## src/rtl/time_ctrl_pkg.sv

```systemverilog
// Shared encodings and digit limits for the front-panel time/ID controller.
// Imported by the controller and by its digit clamp.
package time_ctrl_pkg;

    typedef enum logic [2:0] {
        ST_IDLE   = 3'd0,
        ST_SET    = 3'd1,
        ST_LOAD   = 3'd2,
        ST_RUN    = 3'd3,
        ST_PAUSED = 3'd4
    } ctrlState_t;

    // Digit positions, 0 is the most significant (hour tens)
    localparam logic [2:0] POS_HR_T  = 3'd0;
    localparam logic [2:0] POS_HR_U  = 3'd1;
    localparam logic [2:0] POS_MIN_T = 3'd2;
    localparam logic [2:0] POS_MIN_U = 3'd3;
    localparam logic [2:0] POS_SEC_T = 3'd4;
    localparam logic [2:0] POS_SEC_U = 3'd5;

    localparam logic [3:0] HR_T_MAX_12 = 4'd1;
    localparam logic [3:0] HR_T_MAX_24 = 4'd2;
    localparam logic [3:0] HR_U_MAX_12 = 4'd2;
    localparam logic [3:0] HR_U_MAX_24 = 4'd3;
    localparam logic [3:0] TENS_MAX    = 4'd5;
    localparam logic [3:0] UNITS_MAX   = 4'd9;

endpackage

```

## src/rtl/bcd_digit_clamp.sv

```systemverilog
// Combinational per-position BCD limiter. The hour-units limit depends on
// the hour-tens value supplied alongside it.
module bcd_digit_clamp
    import time_ctrl_pkg::*;
(
    input  logic [2:0] pos,
    input  logic [3:0] raw,
    input  logic [3:0] hourTens,
    input  logic       mode24,
    output logic [3:0] clamped
);

    logic [3:0] limit;
    logic [3:0] hrTensMax;
    logic [3:0] hrUnitsTop;

    assign hrTensMax  = mode24 ? HR_T_MAX_24 : HR_T_MAX_12;
    assign hrUnitsTop = mode24 ? HR_U_MAX_24 : HR_U_MAX_12;

    always_comb begin
        limit = UNITS_MAX;
        case (pos)
            POS_HR_T:             limit = hrTensMax;
            POS_HR_U:             limit = (hourTens >= hrTensMax) ? hrUnitsTop : UNITS_MAX;
            POS_MIN_T, POS_SEC_T: limit = TENS_MAX;
            default:              limit = UNITS_MAX;
        endcase
        clamped = (raw > limit) ? limit : raw;
    end

endmodule

```

## src/rtl/time_set_controller.sv

```systemverilog
// Edge-driven front-panel controller: digit-by-digit clamped time entry,
// patient ID latch and run/pause sequencing with a lock while running.
module time_set_controller
    import time_ctrl_pkg::*;
#(
    parameter int NUM_DIGITS = 6,
    parameter int MODE_24H   = 0,
    parameter int ID_W       = 8
) (
    input  logic                    clk,
    input  logic                    reset,
    input  logic                    setBtn,
    input  logic                    loadBtn,
    input  logic                    startBtn,
    input  logic                    stopBtn,
    input  logic [3:0]              digitIn,
    input  logic [ID_W-1:0]         idIn,
    output logic [4*NUM_DIGITS-1:0] timeOut,
    output logic [ID_W-1:0]         idOut,
    output logic [2:0]              state,
    output logic [2:0]              digitPtr,
    output logic                    running,
    output logic                    setDone
);

    localparam logic       MODE24   = (MODE_24H != 0);
    localparam logic [2:0] LAST_POS = 3'(NUM_DIGITS - 1);

    ctrlState_t      stateReg, stateNext;
    logic [2:0]      digitPtrReg, digitPtrNext;
    logic [ID_W-1:0] idReg, idNext;
    logic            setDoneReg, setDoneNext;
    logic [3:0]      btnQReg;
    logic [3:0]      btnNow, press;
    logic            writeDigit, reclampUnits;
    logic [3:0]      writeVal, unitsReclamped;
    logic [NUM_DIGITS-1:0][3:0] digitVal;

    // Button order in the history vector: {stop, start, load, set}
    assign btnNow = {stopBtn, startBtn, loadBtn, setBtn};
    assign press  = btnNow & ~btnQReg;

    always_ff @(posedge clk) begin
        if (reset) begin
            btnQReg     <= '0;
            stateReg    <= ST_IDLE;
            digitPtrReg <= '0;
            idReg       <= '0;
            setDoneReg  <= 1'b0;
        end else begin
            btnQReg     <= btnNow;
            stateReg    <= stateNext;
            digitPtrReg <= digitPtrNext;
            idReg       <= idNext;
            setDoneReg  <= setDoneNext;
        end
    end

    always_comb begin
        stateNext    = stateReg;
        digitPtrNext = digitPtrReg;
        idNext       = idReg;
        setDoneNext  = 1'b0;
        writeDigit   = 1'b0;
        if (press[3]) begin
            stateNext = ST_PAUSED;
        end else if (stateReg != ST_RUN) begin
            if (press[0]) begin
                writeDigit   = 1'b1;
                stateNext    = ST_SET;
                digitPtrNext = (digitPtrReg == LAST_POS) ? 3'd0 : digitPtrReg + 3'd1;
                setDoneNext  = (digitPtrReg == LAST_POS);
            end else if (press[1]) begin
                idNext    = idIn;
                stateNext = ST_LOAD;
            end else if (press[2]) begin
                stateNext = ST_RUN;
            end
        end
    end

    // Writing hour tens can lower the hour-units limit, so units are
    // re-limited against the newly written tens in the same cycle.
    assign reclampUnits = writeDigit && (digitPtrReg == POS_HR_T);

    bcd_digit_clamp uWriteClamp (
        .pos      (digitPtrReg),
        .raw      (digitIn),
        .hourTens (digitVal[0]),
        .mode24   (MODE24),
        .clamped  (writeVal)
    );

    bcd_digit_clamp uUnitsClamp (
        .pos      (POS_HR_U),
        .raw      (digitVal[1]),
        .hourTens (writeVal),
        .mode24   (MODE24),
        .clamped  (unitsReclamped)
    );

    generate
        for (genvar gi = 0; gi < NUM_DIGITS; gi++) begin : g_digit
            logic [3:0] digitReg;

            always_ff @(posedge clk) begin
                if (reset) begin
                    digitReg <= '0;
                end else if (writeDigit && (digitPtrReg == 3'(gi))) begin
                    digitReg <= writeVal;
                end else if ((3'(gi) == POS_HR_U) && reclampUnits) begin
                    digitReg <= unitsReclamped;
                end
            end

            assign digitVal[gi] = digitReg;
            assign timeOut[4*(NUM_DIGITS-1-gi) +: 4] = digitReg;
        end
    endgenerate

    assign idOut    = idReg;
    assign state    = stateReg;
    assign digitPtr = digitPtrReg;
    assign running  = (stateReg == ST_RUN);
    assign setDone  = setDoneReg;

endmodule

```

## config.mk

```make
export PLATFORM = sky130hd
export DESIGN_NAME = time_set_controller
export DESIGN_NICKNAME = d
export VERILOG_FILES = /design/src/rtl/time_ctrl_pkg.sv /design/src/rtl/bcd_digit_clamp.sv /design/src/rtl/time_set_controller.sv
export SDC_FILE = /design/constraint.sdc
export NUM_CORES = 1
export LEC_CHECK = 0
export BUFFER_PORTS_ARGS = -buffer_cell sky130_fd_sc_hd__buf_2
export CAP_MARGIN = 20
export CORE_MARGIN = 2
export CORE_UTILIZATION = 40
export CTS_CLUSTER_DIAMETER = 40
export CTS_CLUSTER_SIZE = 20
export DETAILED_ROUTE_END_ITERATION = 7
export PLACE_DENSITY = 0.73
export SLEW_MARGIN = 0
export SYNTH_ARGS = -nofsm -noshare
export SYNTH_HDL_FRONTEND = slang
export SYNTH_HIERARCHICAL = 1
export SYNTH_SLANG_ARGS = --single-unit
export TNS_END_PERCENT = 100
```

## constraint.sdc

```tcl
create_clock -name clk -period 5.25 [get_ports clk]
set_input_delay 0.525 -clock clk [delete_from_list [all_inputs] [get_ports clk]]
set_output_delay 0.525 -clock clk [all_outputs]
set_load 0.02 [all_outputs]
```

# --- Yosys cells after proc, flatten, opt, wreduce, memory -nomap -nowiden ---
# Cells that the tools add are included.
word_totals:
  input_bits: 18
  word_cells: 65
  output_inout_bits: 40
  reg_bits: 43
classes:
  addsub: 1
  eq_ne: 7
  order_cmp: 4
  mux: 16
  n_reduce_logical: 20
  n_bitwise: 5
ops:
  columns: ["operator", "count"]
  rows:
  - ["2-to-1 mux 4 bit", 6]
  - ["2-to-1 mux 3 bit", 6]
  - ["case mux 4 bit (3 select lines)", 1]
  - ["== test 3 x 2 -> 1 bit (second input constant)", 3]
  - ["greater-or-equal comparator 4 x 1 -> 1 bit (second input constant)", 2]
  - ["> comparator 4 bit", 2]
  - ["== test 3 bit (second input constant)", 2]
  - ["logical AND 1 bit", 6]
  - ["AND reduction 2 bit", 3]
  - ["nonzero test 2 bit", 3]
  - ["AND 4 bit", 1]
  - ["inverter 4 bit", 1]
  - ["AND reduction 4 bit", 1]
  - ["nonzero test 4 bit", 1]
  - ["OR reduction 2 bit", 2]
  - ["OR reduction 4 bit", 1]
  - ["adder 3 x 1 -> 3 bit (second input constant)", 1]
  - ["== test 3 x 1 -> 1 bit (second input constant)", 1]
  - ["zero test 3 bit", 1]
  - ["2-to-1 mux 1 bit", 3]
  - ["inequality test 3 x 2 -> 1 bit (second input constant)", 1]
  - ["inverter 1 bit", 3]
  - ["AND reduction 3 bit", 1]
  - ["nonzero test 3 bit", 1]

# --- Depth between registers and ports, before layout ---
# Gate-level depths: netlist of run 1.
logic_depth:
  ltp_word: 11
  mapped_depth: 22
  mapped_depth_nobuf: 22

# --- Hierarchy ---
# Netlist of run 1, hierarchy kept.
modules_own_cells:
  columns: ["module", "cells_each", "area_per_inst_um2", "seq_area_each_um2", "instances"]
  rows:
  - ["time_set_controller", 170, 1750.4, 860.8, 1]
  - ["bcd_digit_clamp", 33, 249.0, 0.0, 2]

# --- Worst setup path before layout of run 1 ---
# Ideal clock, no wire load.
synth_path:
  path_type: "register to register"
  startpoint: "register g_digit[0].digitReg[1]"
  endpoint: "register g_digit[1].digitReg[0]"
  arrival_time_ns: 4.513
  path_buffers: 0
  path_stages_with_launch: 21
  slack_ns: 0.603
  path_cell_list: "dfxtp_1 -> ha_1 -> or4b_1 -> a21oi_2 -> or2_2 -> ha_1 -> nand4_1 -> o21ai_0 -> a21oi_1 -> mux2i_1 -> ha_1 -> or4b_1 -> a21oi_2 -> or2_2 -> ha_1 -> nand4_1 -> o21ai_0 -> a21oi_1 -> mux2_1 -> mux2i_1 -> a211oi_1"
synth_between:
  elab_chain_cells: 10
synth_lines:
  columns: ["item", "line_no", "source"]
  rows:
  - ["start, declared", "time_set_controller.sv:104", "logic [3:0] digitReg;"]
  - ["start signal, assigned", "time_set_controller.sv:110", "digitReg <= writeVal;"]
  - ["start signal, assigned", "time_set_controller.sv:112", "digitReg <= unitsReclamped;"]
  - ["greater-or-equal comparator 4 x 1 -> 1 bit *", "bcd_digit_clamp.sv:24", "POS_HR_U: limit = (hourTens >= hrTensMax) ? hrUnitsTop : UNITS_MAX;"]
  - ["2-to-1 mux 4 bit *", "bcd_digit_clamp.sv:24", null]
  - ["case mux 4 bit (3 select lines) *", "bcd_digit_clamp.sv:22", "case (pos)"]
  - ["> comparator 4 bit", "bcd_digit_clamp.sv:28", "clamped = (raw > limit) ? limit : raw;"]
  - ["2-to-1 mux 4 bit *", "bcd_digit_clamp.sv:28", null]
  - ["via writeVal[1]", "time_set_controller.sv:36", "logic [3:0] writeVal, unitsReclamped;"]
  - ["greater-or-equal comparator 4 x 1 -> 1 bit *", "bcd_digit_clamp.sv:24", null]
  - ["2-to-1 mux 4 bit *", "bcd_digit_clamp.sv:24", null]
  - ["2-to-1 mux 4 bit *", "bcd_digit_clamp.sv:28", null]
  - ["via unitsReclamped[0]", "time_set_controller.sv:36", null]
  - ["2-to-1 mux 4 bit *", "time_set_controller.sv:111", "end else if ((3'(gi) == POS_HR_U) && reclampUnits) begin"]
  - ["2-to-1 mux 4 bit *", "time_set_controller.sv:109", "end else if (writeDigit && (digitPtrReg == 3'(gi))) begin"]
  - ["end signal, assigned", "time_set_controller.sv:110", null]
  - ["end signal, assigned", "time_set_controller.sv:112", null]
  - ["end, declared", "time_set_controller.sv:104", null]
# Mark *: on every way through the listed nets, which the timed path passes. The rest lies on a longest branch. The select of a mux whose other input is x is not followed.
# A chain may end at the register's enable or synchronous reset.

# --- Worst setup path in the final report of run 1 ---
# Same ends and word-level chain as after synthesis.

==> flow_summary_export.csv, run 1 <==
group,metric,value,unit
run_status,outcome,"finished clean",
run,cap_violations,0,
route,via_per_inst,4.799,
floorplan,die_h,78.98,um
synthesis,synth_top_family_by_area,"simple AND/OR/NAND/NOR gates",
global_routing,grt_pass1_wl,7893,um
cts,clk_latency,280,ps
synthesis,muxShareOfSynthArea,0.1658,
critical_path,required,5390,ps
place,place_congestion,0.8586,
power,p_leak,1.333,nW
floorplan,io_pins,58,
synthesis,seq_area_frac_synth,0.3829,
timing,hold_viol,0,
synthesis,syn-instance-count,236,
floorplan,core_region_area,5473,um^2
synthesis,syn_area,2248,um^2
route,drt-wirelength-per-cell,12.28,um
synthesis,synth_top_flop_cell,"dfxtp_1",
cells_and_area,nNetsFinal,339,
synthesis,syn_avg_cell_area,9.527,um^2
synthesis,synth_warnings,6,
synthesis,yosysTopAreaCell,"dfxtp_1",
synthesis,synth-edff-count,0,
global_routing,grt_util_all_layers,0.1574,
cts,cts.path.max_buffers,2,
place,place_ws,307.7,ps
synthesis,synthAdderAreaFrac,0.08125,
critical_path,worstPathArrival,4940,ps
route,wirelength,4655,um
synthesis,ys_types,40,
route,first_pass_iters,4,
power,ir_worst_vdd,0.0001831,V
timing,skew,4.900,ps
synthesis,synthSimpleGateAreaFrac,0.2382,
route,dr.first_iter.drc_count,46,
timing,fmax,208.5,MHz
timing,final.min_clock_period,4797,ps
critical_path,worstSetupPathType,"register to register",
critical_path,end_kind,"register",
timing,rsz0062_at_grt,"no",
route,vias,1819,
global_routing,grt_max_degree,48,
global_routing,antenna_found_initial,0,
global_routing,overflow,0,
synthesis,synth_compound_area_frac,0.07234,
cts,cts_tree,"done",
route,detail-route-antenna-nets,0,
route,drc_errors,0,
place,dpl.hpwl,3473,um
synthesis,synth-seq-cells,43,
place,io_buffers,57,
timing,maxSlewViolCount,0,
timing,timing_worst_slew_pin_value,709.7,ps
floorplan,row_count,27,
hold_path,hp-class,"primary input to register",
cts,cts_buffers,5,
timing,fin_ws,453.2,ps
cts,path_clk_slew,80,ps
global_routing,grt_pass1_vias,1766,
synthesis,synth-xor-area-share,0.01169,
cells_and_area,syn_to_final_growth,21.65,%
cells_and_area,final_util,0.4998,
timing,relSlewSlack,0.5269,
cts,h-tree-depth,2,
cts,cts.root.buffer_cell,"clkbuf_8",
cells_and_area,antenna_cells,0,
power,cellPowerDensity,254.2,nW/um^2
cts,cts_sinks,43,
timing,finalCritPeriodShare,0.9137,
floorplan,die_x,78.98,um
synthesis,synth.area.top_cells,"dfxtp_1 38%, mux2i_1 16%, ha_1 7.2%",
synthesis,yosysTopAreaCellShare,0.3829,
critical_path,cp-start-kind,"register",
critical_path,crit_fanout,4,
synthesis,async_reset_ff_frac,0,
floorplan,fp.dieArea,6237,um^2
floorplan,start_util,0.4108,
timing,timing.setup.tns,0,ps
cells_and_area,drive_gt1_frac,0.2573,
timing,setup_violations,0,
## kinds of logic (layout without fill, tap and decap cells)
group,Yosys count,count (layout)
AOI/OAI and AO/OA,25,25
buffers and inverters,24,80
muxes,37,37
DFF,43,43
xor gates and xnor gates,3,3
other,2,17
and+or+nand+nor,87,87
adders and majority gates,15,15
## state kept, by name, indices dropped and copies added, names as in the netlist
| name | flops |
|---|---|
| g_digit.digitReg | 24 |
| idOut | 8 |
| btnQReg | 4 |
| digitPtr | 3 |
| state | 3 |
| setDone | 1 |
## critical path, stage by stage (launching register included)
cell and delay [ps]:
dfxtp_1 330, ha_1 190, or4b_1 530, a21oi_2 170, or2_2 150, ha_1 240, nor2b_1 140, o21ai_0 210
a21oi_2 140, mux2_1 340, inv_1 70, ha_1 270, nand2b_1 110, a21oi_2 70, or2_2 310, ha_1 300
nor2b_1 130, o21ai_0 110, a21oi_2 290, mux2_1 350, mux2i_1 130, a211oi_1 80
## where the power goes
part / switching, mW / total, mW / internal [mW]
Sequential: 0.0113 / 0.350 / 0.338
Combinational: 0.0902 / 0.158 / 0.0678
Clock: 0.0989 / 0.188 / 0.0887
Total: 0.200 / 0.695 / 0.495
## routing by layer
layer,vias to the layer above,track usage,part of all wire
met5,-,0,0
met4,0,0.05690,0.013
met3,9,0.04659,0.057
met2,47,0.2661,0.47
met1,829,0.1891,0.46
li1,934,-,-
## synth_stat cells, drive strengths merged, types with 3 or more instances
library cell and number:
buf 3, inv 14, nand3b 6, nor2b 10, ha 13, nor4 3, a21oi 6, nor2 27
or4b 3, clkbuf 7, dfxtp 43, xor2 3, o21ai 10, nand2b 21, mux2i 35, nand4 5
a211oi 4
## cell usage in the layout, fill, tap and decap left out, drive strengths merged, types with 10 or more instances in the layout
cell type / instances
buf: 60
dfxtp: 43
inv: 14
ha: 13
nand2b: 21
mux2i: 35
nor2: 27
o21ai: 10
conb: 17
nor2b: 10
## cell type report
cell class | instances | area (um^2)
Fill cell | 549 | 2738
Sequential cell | 43 | 860.8
Multi-Input combinational cell | 184 | 1351
Tap cell | 72 | 90.09
Inverter | 14 | 52.55
Clock buffer | 6 | 72.57
Timing Repair Buffer | 60 | 307.8
## metrics by stage
| stage | power (mW) | hold slack (ps) | area (um^2) | instances |
|---|---|---|---|---|
| after global routing | 0.7364 | 463.1 | 2735 | 379 |
| after floorplan | 0.4683 | 549.7 | 2305 | 251 |
| final | 0.6952 | 470.9 | 2735 | 379 |
| after CTS | 0.7044 | 464.6 | 2728 | 379 |
| after detailed placement | 0.5134 | 465.7 | 2655 | 373 |
| after global placement | 0.5081 | 459.4 | 2655 | 373 |
## what timing repair did
item	in CTS	in global routing
gates resized for setup	0	2
hold buffers	0	0
setup buffers	0	0
setup endpoints to repair	0	4
## path summary, 6_finish.rpt
| path | start | endpoint | slack, ps | depth (start not counted) |
|---|---|---|---|---|
| max | g_digit[0].digitReg[1] | g_digit[1].digitReg[0] | 450 | 21 |
| min | loadBtn | btnQReg[1] | 470 | 2 |
| max reg2reg | g_digit[0].digitReg[1] | g_digit[1].digitReg[0] | 450 | 21 |
| min reg2reg | g_digit[4].digitReg[0] | g_digit[4].digitReg[0] | 470 | 2 |
Power figures use the tool's default switching activity.
==> inputs of run 2 (changes only) <==
--- a/config.mk
+++ b/config.mk
@@ -8,14 +8,13 @@
 export BUFFER_PORTS_ARGS = -buffer_cell sky130_fd_sc_hd__buf_2
 export CAP_MARGIN = 20
 export CORE_MARGIN = 2
-export CORE_UTILIZATION = 40
+export CORE_UTILIZATION = 51
 export CTS_CLUSTER_DIAMETER = 40
 export CTS_CLUSTER_SIZE = 20
 export DETAILED_ROUTE_END_ITERATION = 7
-export PLACE_DENSITY = 0.73
+export PLACE_DENSITY = 0.89
 export SLEW_MARGIN = 0
 export SYNTH_ARGS = -nofsm -noshare
 export SYNTH_HDL_FRONTEND = slang
-export SYNTH_HIERARCHICAL = 1
 export SYNTH_SLANG_ARGS = --single-unit
 export TNS_END_PERCENT = 100
==> run 2 against run 1 <==
  * First-iteration DRC count rose to 2.5 times the previous value
  * Clock skew up 7.0 ps
  * Sequential power about the same
  * Cell count down 15%
  * Critical endpoint is now g_digit[1].digitReg[1]
  * Largest power group unchanged
  * Highest routed layer unchanged
==> flow_summary_export.csv, run 2 <==
group,metric,value,unit
power,internal_power,0.4716,mW
place,io_buffers,57,
route,drc_errors,0,
critical_path,r2r-start,"g_digit[0].digitReg[1]",
cts,clk_latency,300,ps
cells_and_area,antenna_cells,0,
synthesis,yosysTopAreaCellShare,0.4287,
route,via_per_inst,5.358,
synthesis,syn_area,2008,um^2
cts,h-tree-depth,2,
global_routing,grt_pass1_vias,1504,
cells_and_area,final_util,0.6424,
synthesis,synth_top_flop_cell,"dfxtp_1",
power,cellPowerDensity,278.3,nW/um^2
cells_and_area,nNetsFinal,301,
route,first_pass_iters,4,
cts,cts.path.max_buffers,2,
critical_path,r2r_setup_slack,1570,ps
synthesis,seq_area_frac_synth,0.4287,
cts,cts_setup_buffers,0,
cts,ctsHoldBuffers,0,
synthesis,synth-edff-count,0,
timing,timing_worst_slew_pin_value,783.6,ps
timing,skew,11.85,ps
critical_path,required,5500,ps
place,place_congestion,0.9098,
timing,fmax,271.5,MHz
cts,cts_tree,"done",
hold_path,hold_path_startpoint,"startBtn",
cells_and_area,num-fill-cells,331,
synthesis,synth_warnings,0,
hold_path,hp-class,"primary input to register",
synthesis,synthTopCellsByCount,"43 x dfxtp_1, 34 x nor2_1, 17 x a211oi_1, 13 x a21oi_1, 12 x nand2_1",
power,pwr-share-clk,0.304,
timing,relSlewSlack,0.4765,
timing,rsz0062_at_grt,"no",
critical_path,end_kind,"register",
hold_path,whs_path_depth,3,
place,dp_cells,316,
synthesis,synth.area.top_cells,"dfxtp_1 43%, a211oi_1 6.4%, nor2_1 6.4%",
global_routing,grt_max_degree,42,
cts,cts.root.buffer_cell,"clkbuf_8",
timing,maxSlewViolCount,0,
power,ir_worst_vdd,0.0001816,V
critical_path,worstPathCellList,"nor4_1 > nor3_1 > nand2_1 > ha_1 > nor2b_1 > o211a_1 > o21ai_1 > nand2_1 > inv_1 > ha_1 > and4b_1 > a211oi_1 > a21oi_2 > a211oi_2 > a32o_1",
floorplan,io_pins,58,
cts,cts_buffers,5,
synthesis,async_reset_ff_frac,0,
run,cap_violations,0,
power,power_switching,0.1928,mW
floorplan,fp.dieArea,4456,um^2
run_status,outcome,"finished clean",
cells_and_area,multi_input_area,1062,um^2
cts,postCtsResizedCells,0,
critical_path,crit_fanout,5,
critical_path,worstSetupPathType,"register to register",
power,p_leak,1.091,nW
floorplan,die_h,66.75,um
cells_and_area,layout_commonest_cell,"buf_2",
synthesis,yosysMostFrequentCell,"dfxtp_1",
cts,cts_sinks,43,
critical_path,slowest_delay,450,ps
timing,hold_viol,0,
synthesis,yosysTopAreaCell,"dfxtp_1",
floorplan,start_util,0.5404,
place,dpl.hpwl,3187,um
global_routing,overflow,0,
cells_and_area,most-common-layout-cells,"57 x buf_2, 43 x dfxtp_1, 34 x nor2_1",
global_routing,antenna_found_initial,0,
synthesis,synth-seq-cells,43,
route,drt-wirelength-per-cell,13.08,um
floorplan,row_count,22,
floorplan,die_x,66.75,um
synthesis,synth_compound_area_frac,0.1776,
critical_path,worstPathArrival,3930,ps
global_routing,grt_pass1_wl,6699,um
synthesis,ys_types,43,
critical_path,reg2regPathDepth,15,
timing,finalCritPeriodShare,0.7016,
global_routing,grt_util_all_layers,0.1995,
synthesis,syn_avg_cell_area,9.087,um^2
synthesis,syn_nets,247,
cells_and_area,drive_gt1_frac,0.2645,
cells_and_area,syn_to_final_growth,18.88,%
critical_path,cp-start-kind,"register",
floorplan,core_region_area,3716,um^2
synthesis,syn-instance-count,221,
power,seqPwrFrac,0.524,
timing,timing.setup.tns,0,ps
synthesis,synth_top_family_by_area,"simple AND/OR/NAND/NOR gates",
power,switching_share,0.2902,
power,p_total,0.6644,mW
critical_path,slowest_stage,"o21ai_1",
route,wirelength,4239,um
synthesis,muxShareOfSynthArea,0.03988,
timing,final.min_clock_period,3684,ps
route,dr.first_iter.drc_count,117,
timing,hold_slack,447.7,ps
hold_path,holdPathEnd,"btnQReg[2]",
cells_and_area,regArea,860.8,um^2
power,comb_power_share,0.172,
route,detail-route-antenna-nets,0,
cells_and_area,top_register,"g_digit.digitReg",
synthesis,synthSimpleGateAreaFrac,0.2573,
route,vias,1736,
synthesis,synthAdderAreaFrac,0.04984,
timing,setup_violations,0,
synthesis,synth-xor-area-share,0.004361,
cells_and_area,instances_no_fill,324,
cells_and_area,largest_register_ffs,24,
cts,path_clk_slew,80,ps
critical_path,r2r_end,"g_digit[1].digitReg[1]",
[run 2: cell type report]
type | instances | share of cell area
Multi-Input combinational cell | 159 | 0.4450
Inverter | 9 | 0.01415
Clock buffer | 6 | 0.03040
Clock inverter | 2 | 0.005241
Sequential cell | 43 | 0.3606
Timing Repair Buffer | 57 | 0.1195
Tap cell | 48 | 0.02516
[run 2: how the worst max path moves through the flow]
stage	cells after the start	to	slack (ps)	start
after floorplan	15	g_digit[1].digitReg[1]	1890	g_digit[0].digitReg[1]
after global placement	14	g_digit[1].digitReg[1]	1760	digitPtr[2]
after detailed placement	15	g_digit[1].digitReg[1]	1650	g_digit[0].digitReg[1]
after CTS	15	g_digit[1].digitReg[1]	1600	g_digit[0].digitReg[1]
after global routing	15	g_digit[1].digitReg[1]	1250	g_digit[0].digitReg[1]
final	15	g_digit[1].digitReg[1]	1570	g_digit[0].digitReg[1]
[run 2: power groups by stage]
stage          clock [mW]  combinational (mW)  sequential [mW]
2_1_floorplan           0              0.0737            0.363
3_3_place_gp            0               0.113            0.354
3_5_place_dp            0               0.114            0.355
4_1_cts             0.206               0.115            0.348
5_1_grt             0.217               0.127            0.349
6_report            0.202               0.114            0.348
[run 2: cells by family (layout without fill, tap and decap cells)]
kind of cell	count (synthesis)	count (layout)
buffers and inverters	19	74
multiplexers	8	8
XOR/XNOR	1	1
AO/OA/AOI/OAI	51	51
AND/OR/NAND/NOR	91	91
flip-flops	43	43
adder cells (fa/ha/maj)	8	8
[run 2: layer usage]
metal / track usage / up-vias / routed length (um)
met1: 0.2450 / 787 / 1951
met2: 0.3325 / 43 / 1989
met4: 0.09184 / 0 / 76
met3: 0.04223 / 6 / 222
li1: - / 900 / -
met5: 0 / - / 0
[run 2: critical path, delay by kind of cell, from the launching register on]
| family | cells | cell delay (ps) |
|---|---|---|
| AND/OR/NAND/NOR | 6 | 1080 |
| adder cells (fa/ha/maj) | 2 | 540 |
| buffers and inverters | 1 | 120 |
| flip-flops | 1 | 390 |
| AO/OA/AOI/OAI | 6 | 1500 |
[run 2: metrics by stage]
stage                     setup slack [ps]  area [um^2]
after floorplan                       1894         2008
after global placement                1763         2302
after detailed placement              1654         2302
after CTS                             1602         2387
after global routing                  1246         2387
final                                 1566         2387
==> inputs of run 3 (changes only) <==
--- a/config.mk
+++ b/config.mk
@@ -8,11 +8,11 @@
 export BUFFER_PORTS_ARGS = -buffer_cell sky130_fd_sc_hd__buf_2
 export CAP_MARGIN = 20
 export CORE_MARGIN = 2
-export CORE_UTILIZATION = 51
+export CORE_UTILIZATION = 46
 export CTS_CLUSTER_DIAMETER = 40
 export CTS_CLUSTER_SIZE = 20
 export DETAILED_ROUTE_END_ITERATION = 7
-export PLACE_DENSITY = 0.89
+export PLACE_DENSITY = 0.85
 export SLEW_MARGIN = 0
 export SYNTH_ARGS = -nofsm -noshare
 export SYNTH_HDL_FRONTEND = slang
==> constraint.sdc (replaced) <==
create_clock -name clk -period 2.9 [get_ports clk]
set_input_delay 0.29 -clock clk [delete_from_list [all_inputs] [get_ports clk]]
set_output_delay 0.29 -clock clk [all_outputs]
set_load 0.02 [all_outputs]
==> run 3 against run 2 <==
  * The flow now finishes with violations (negative setup slack)
  * Sequential cell count unchanged
  * Fmax increased by 25%
  * Non-clock buffer count increased by 12
  * Critical endpoint unchanged
==> flow_summary_export.csv, run 3 (synthesis gave the netlist of run 2 again) <==
group,metric,value,unit
cts,cts_buffers,5,
route,dr_wl_met3,275,um
floorplan,fp.dieArea,4910,um^2
route,via_per_inst,5.265,
cells_and_area,regArea,878.3,um^2
critical_path,crit_fanout,5,
cts,cts_setup_buffers,0,
cts,cts_sinks,43,
cts,ctsHoldBuffers,0,
global_routing,grt_util_all_layers,0.1924,
floorplan,io_pins,58,
cells_and_area,largest_register_ffs,24,
critical_path,reg2regPathDepth,15,
critical_path,worstPathArrival,3190,ps
critical_path,r2r_end,"g_digit[1].digitReg[1]",
cts,path_clk_slew,80,ps
cells_and_area,drive_gt1_frac,0.3611,
place,io_buffers,57,
hold_path,hp-class,"primary input to register",
route,drc_errors,0,
cells_and_area,layout_commonest_cell,"buf_2",
timing,rsz0062_at_grt,"yes",
cells_and_area,syn_to_final_growth,29.97,%
floorplan,row_count,24,
global_routing,grt_pass1_vias,1653,
critical_path,r2r-start,"g_digit[0].digitReg[1]",
cts,cts_tree,"done",
floorplan,die_h,70.07,um
route,first_pass_iters,4,
timing,setup_violations,2,
floorplan,core_region_area,4264,um^2
power,p_leak,1.174,nW
cells_and_area,final_util,0.6121,
route,vias,1790,
route,dr.first_iter.drc_count,68,
cells_and_area,top_register,"g_digit.digitReg",
route,met2RoutedLength,2293,um
cells_and_area,instances_no_fill,340,
cts,cts.root.buffer_cell,"clkbuf_8",
hold_path,whs_path_depth,3,
place,place_ws,-91.32,ps
floorplan,start_util,0.4710,
cells_and_area,num-fill-cells,379,
power,power_switching,0.3759,mW
cells_and_area,multi_input_area,1171,um^2
critical_path,required,3150,ps
route,wirelength,4670,um
place,place_congestion,0.8777,
power,switching_share,0.2983,
timing,hold_slack,208.1,ps
cts,h-tree-depth,2,
run,cap_violations,0,
critical_path,worstSetupPathType,"register to register",
cells_and_area,most-common-layout-cells,"57 x buf_2, 37 x dfxtp_1, 34 x nor2_1",
power,pwr-share-clk,0.291,
cts,clk_latency,300,ps
timing,timing_worst_slew_pin_value,798.7,ps
global_routing,antenna_found_initial,0,
global_routing,grt_pass1_wl,7534,um
power,ir_worst_vdd,0.0002684,V
timing,skew,4.517,ps
global_routing,overflow,0,
place,placed_area,2464,um^2
timing,hold_viol,0,
run_status,outcome,"finished, violations left",
route,drt-wirelength-per-cell,13.74,um
power,seqPwrFrac,0.500,
cells_and_area,fin_area,2610,um^2
timing,finalCritPeriodShare,1.013,
cells_and_area,nNetsFinal,313,
critical_path,end_kind,"register",
timing,fin_ws,-36.80,ps
power,internal_power,0.8843,mW
global_routing,grt_max_degree,42,
place,dp_cells,332,
timing,final.min_clock_period,2937,ps
route,detail-route-antenna-nets,0,
run_status,violations,"negative setup slack",
power,comb_power_share,0.209,
hold_path,hold_path_startpoint,"startBtn",
critical_path,cp-start-kind,"register",
critical_path,r2r_setup_slack,-40,ps
floorplan,die_x,70.07,um
power,cellPowerDensity,482.8,nW/um^2
cells_and_area,antenna_cells,0,
hold_path,holdPathEnd,"btnQReg[2]",
cts,cts.path.max_buffers,2,
timing,maxSlewViolCount,0,
timing,fmax,340.5,MHz
timing,relSlewSlack,0.4665,
place,dpl.hpwl,3426,um
route,drt-met1-wl,2056,um
route,highest_layer,"met4",
-- run 3: power by group through the flow --
| stage | sequential [mW] | clock, mW | combinational (mW) |
|---|---|---|---|
| after detailed placement | 0.643 | 0 | 0.253 |
| after floorplan | 0.661 | 0 | 0.148 |
| after global routing | 0.633 | 0.406 | 0.287 |
| after CTS | 0.629 | 0.381 | 0.257 |
| final | 0.630 | 0.367 | 0.263 |
| after global placement | 0.641 | 0 | 0.247 |
-- run 3: repair_timing --
action                     in CTS  in global routing
hold endpoints to repair        0                  0
pin swaps                       7                  6
setup endpoints to repair       4                  4
gates resized for setup         2                  8
-- run 3: final cells by class --
class | instances | area share
timing repair buffer | 69 | 0.1438
inverter | 9 | 0.01390
sequential | 43 | 0.3365
clock inverter | 3 | 0.005753
tap | 52 | 0.02493
clock buffer | 5 | 0.02637
multi-input combinational | 159 | 0.4487
-- run 3: worst max-delay path: stages, from the launching register on --
cell and delay, ps:
dfxtp_4 360, nor4_4 300, nor3_2 100, nand2_1 120
ha_4 210, nor2b_4 120, o211a_1 240, o21ai_4 140
nand2_2 110, inv_4 100, ha_4 200, and4b_1 200
a211oi_2 200, a21oi_2 140, a211oi_2 180, a32o_1 140
-- run 3: worst max path at each step --
stage	start	end	slack, ps	cells past startpoint
after global routing	g_digit[0].digitReg[1]	g_digit[1].digitReg[1]	-180	15
after global placement	g_digit[0].digitReg[3]	g_digit[1].digitReg[1]	30	15
after detailed placement	g_digit[0].digitReg[3]	g_digit[1].digitReg[1]	-90	15
after CTS	g_digit[0].digitReg[2]	g_digit[1].digitReg[1]	-20	15
final	g_digit[0].digitReg[1]	g_digit[1].digitReg[1]	-40	15
after floorplan	g_digit[0].digitReg[2]	g_digit[1].digitReg[1]	-60	15
-- run 3: routing by layer --
metal,GRT usage,up-vias
met4,0.05128,0
met2,0.3354,49
met3,0.06205,4
li1,-,922
met1,0.2273,815
met5,0,-
-- run 3: per-stage QoR --
step | setup TNS [ps] | power [mW]
after floorplan | -59.79 | 0.8093
after global placement | 0 | 0.8878
after CTS | -22.58 | 1.267
after global routing | -549.4 | 1.326
final | -36.82 | 1.260
after detailed placement | -108.5 | 0.8956
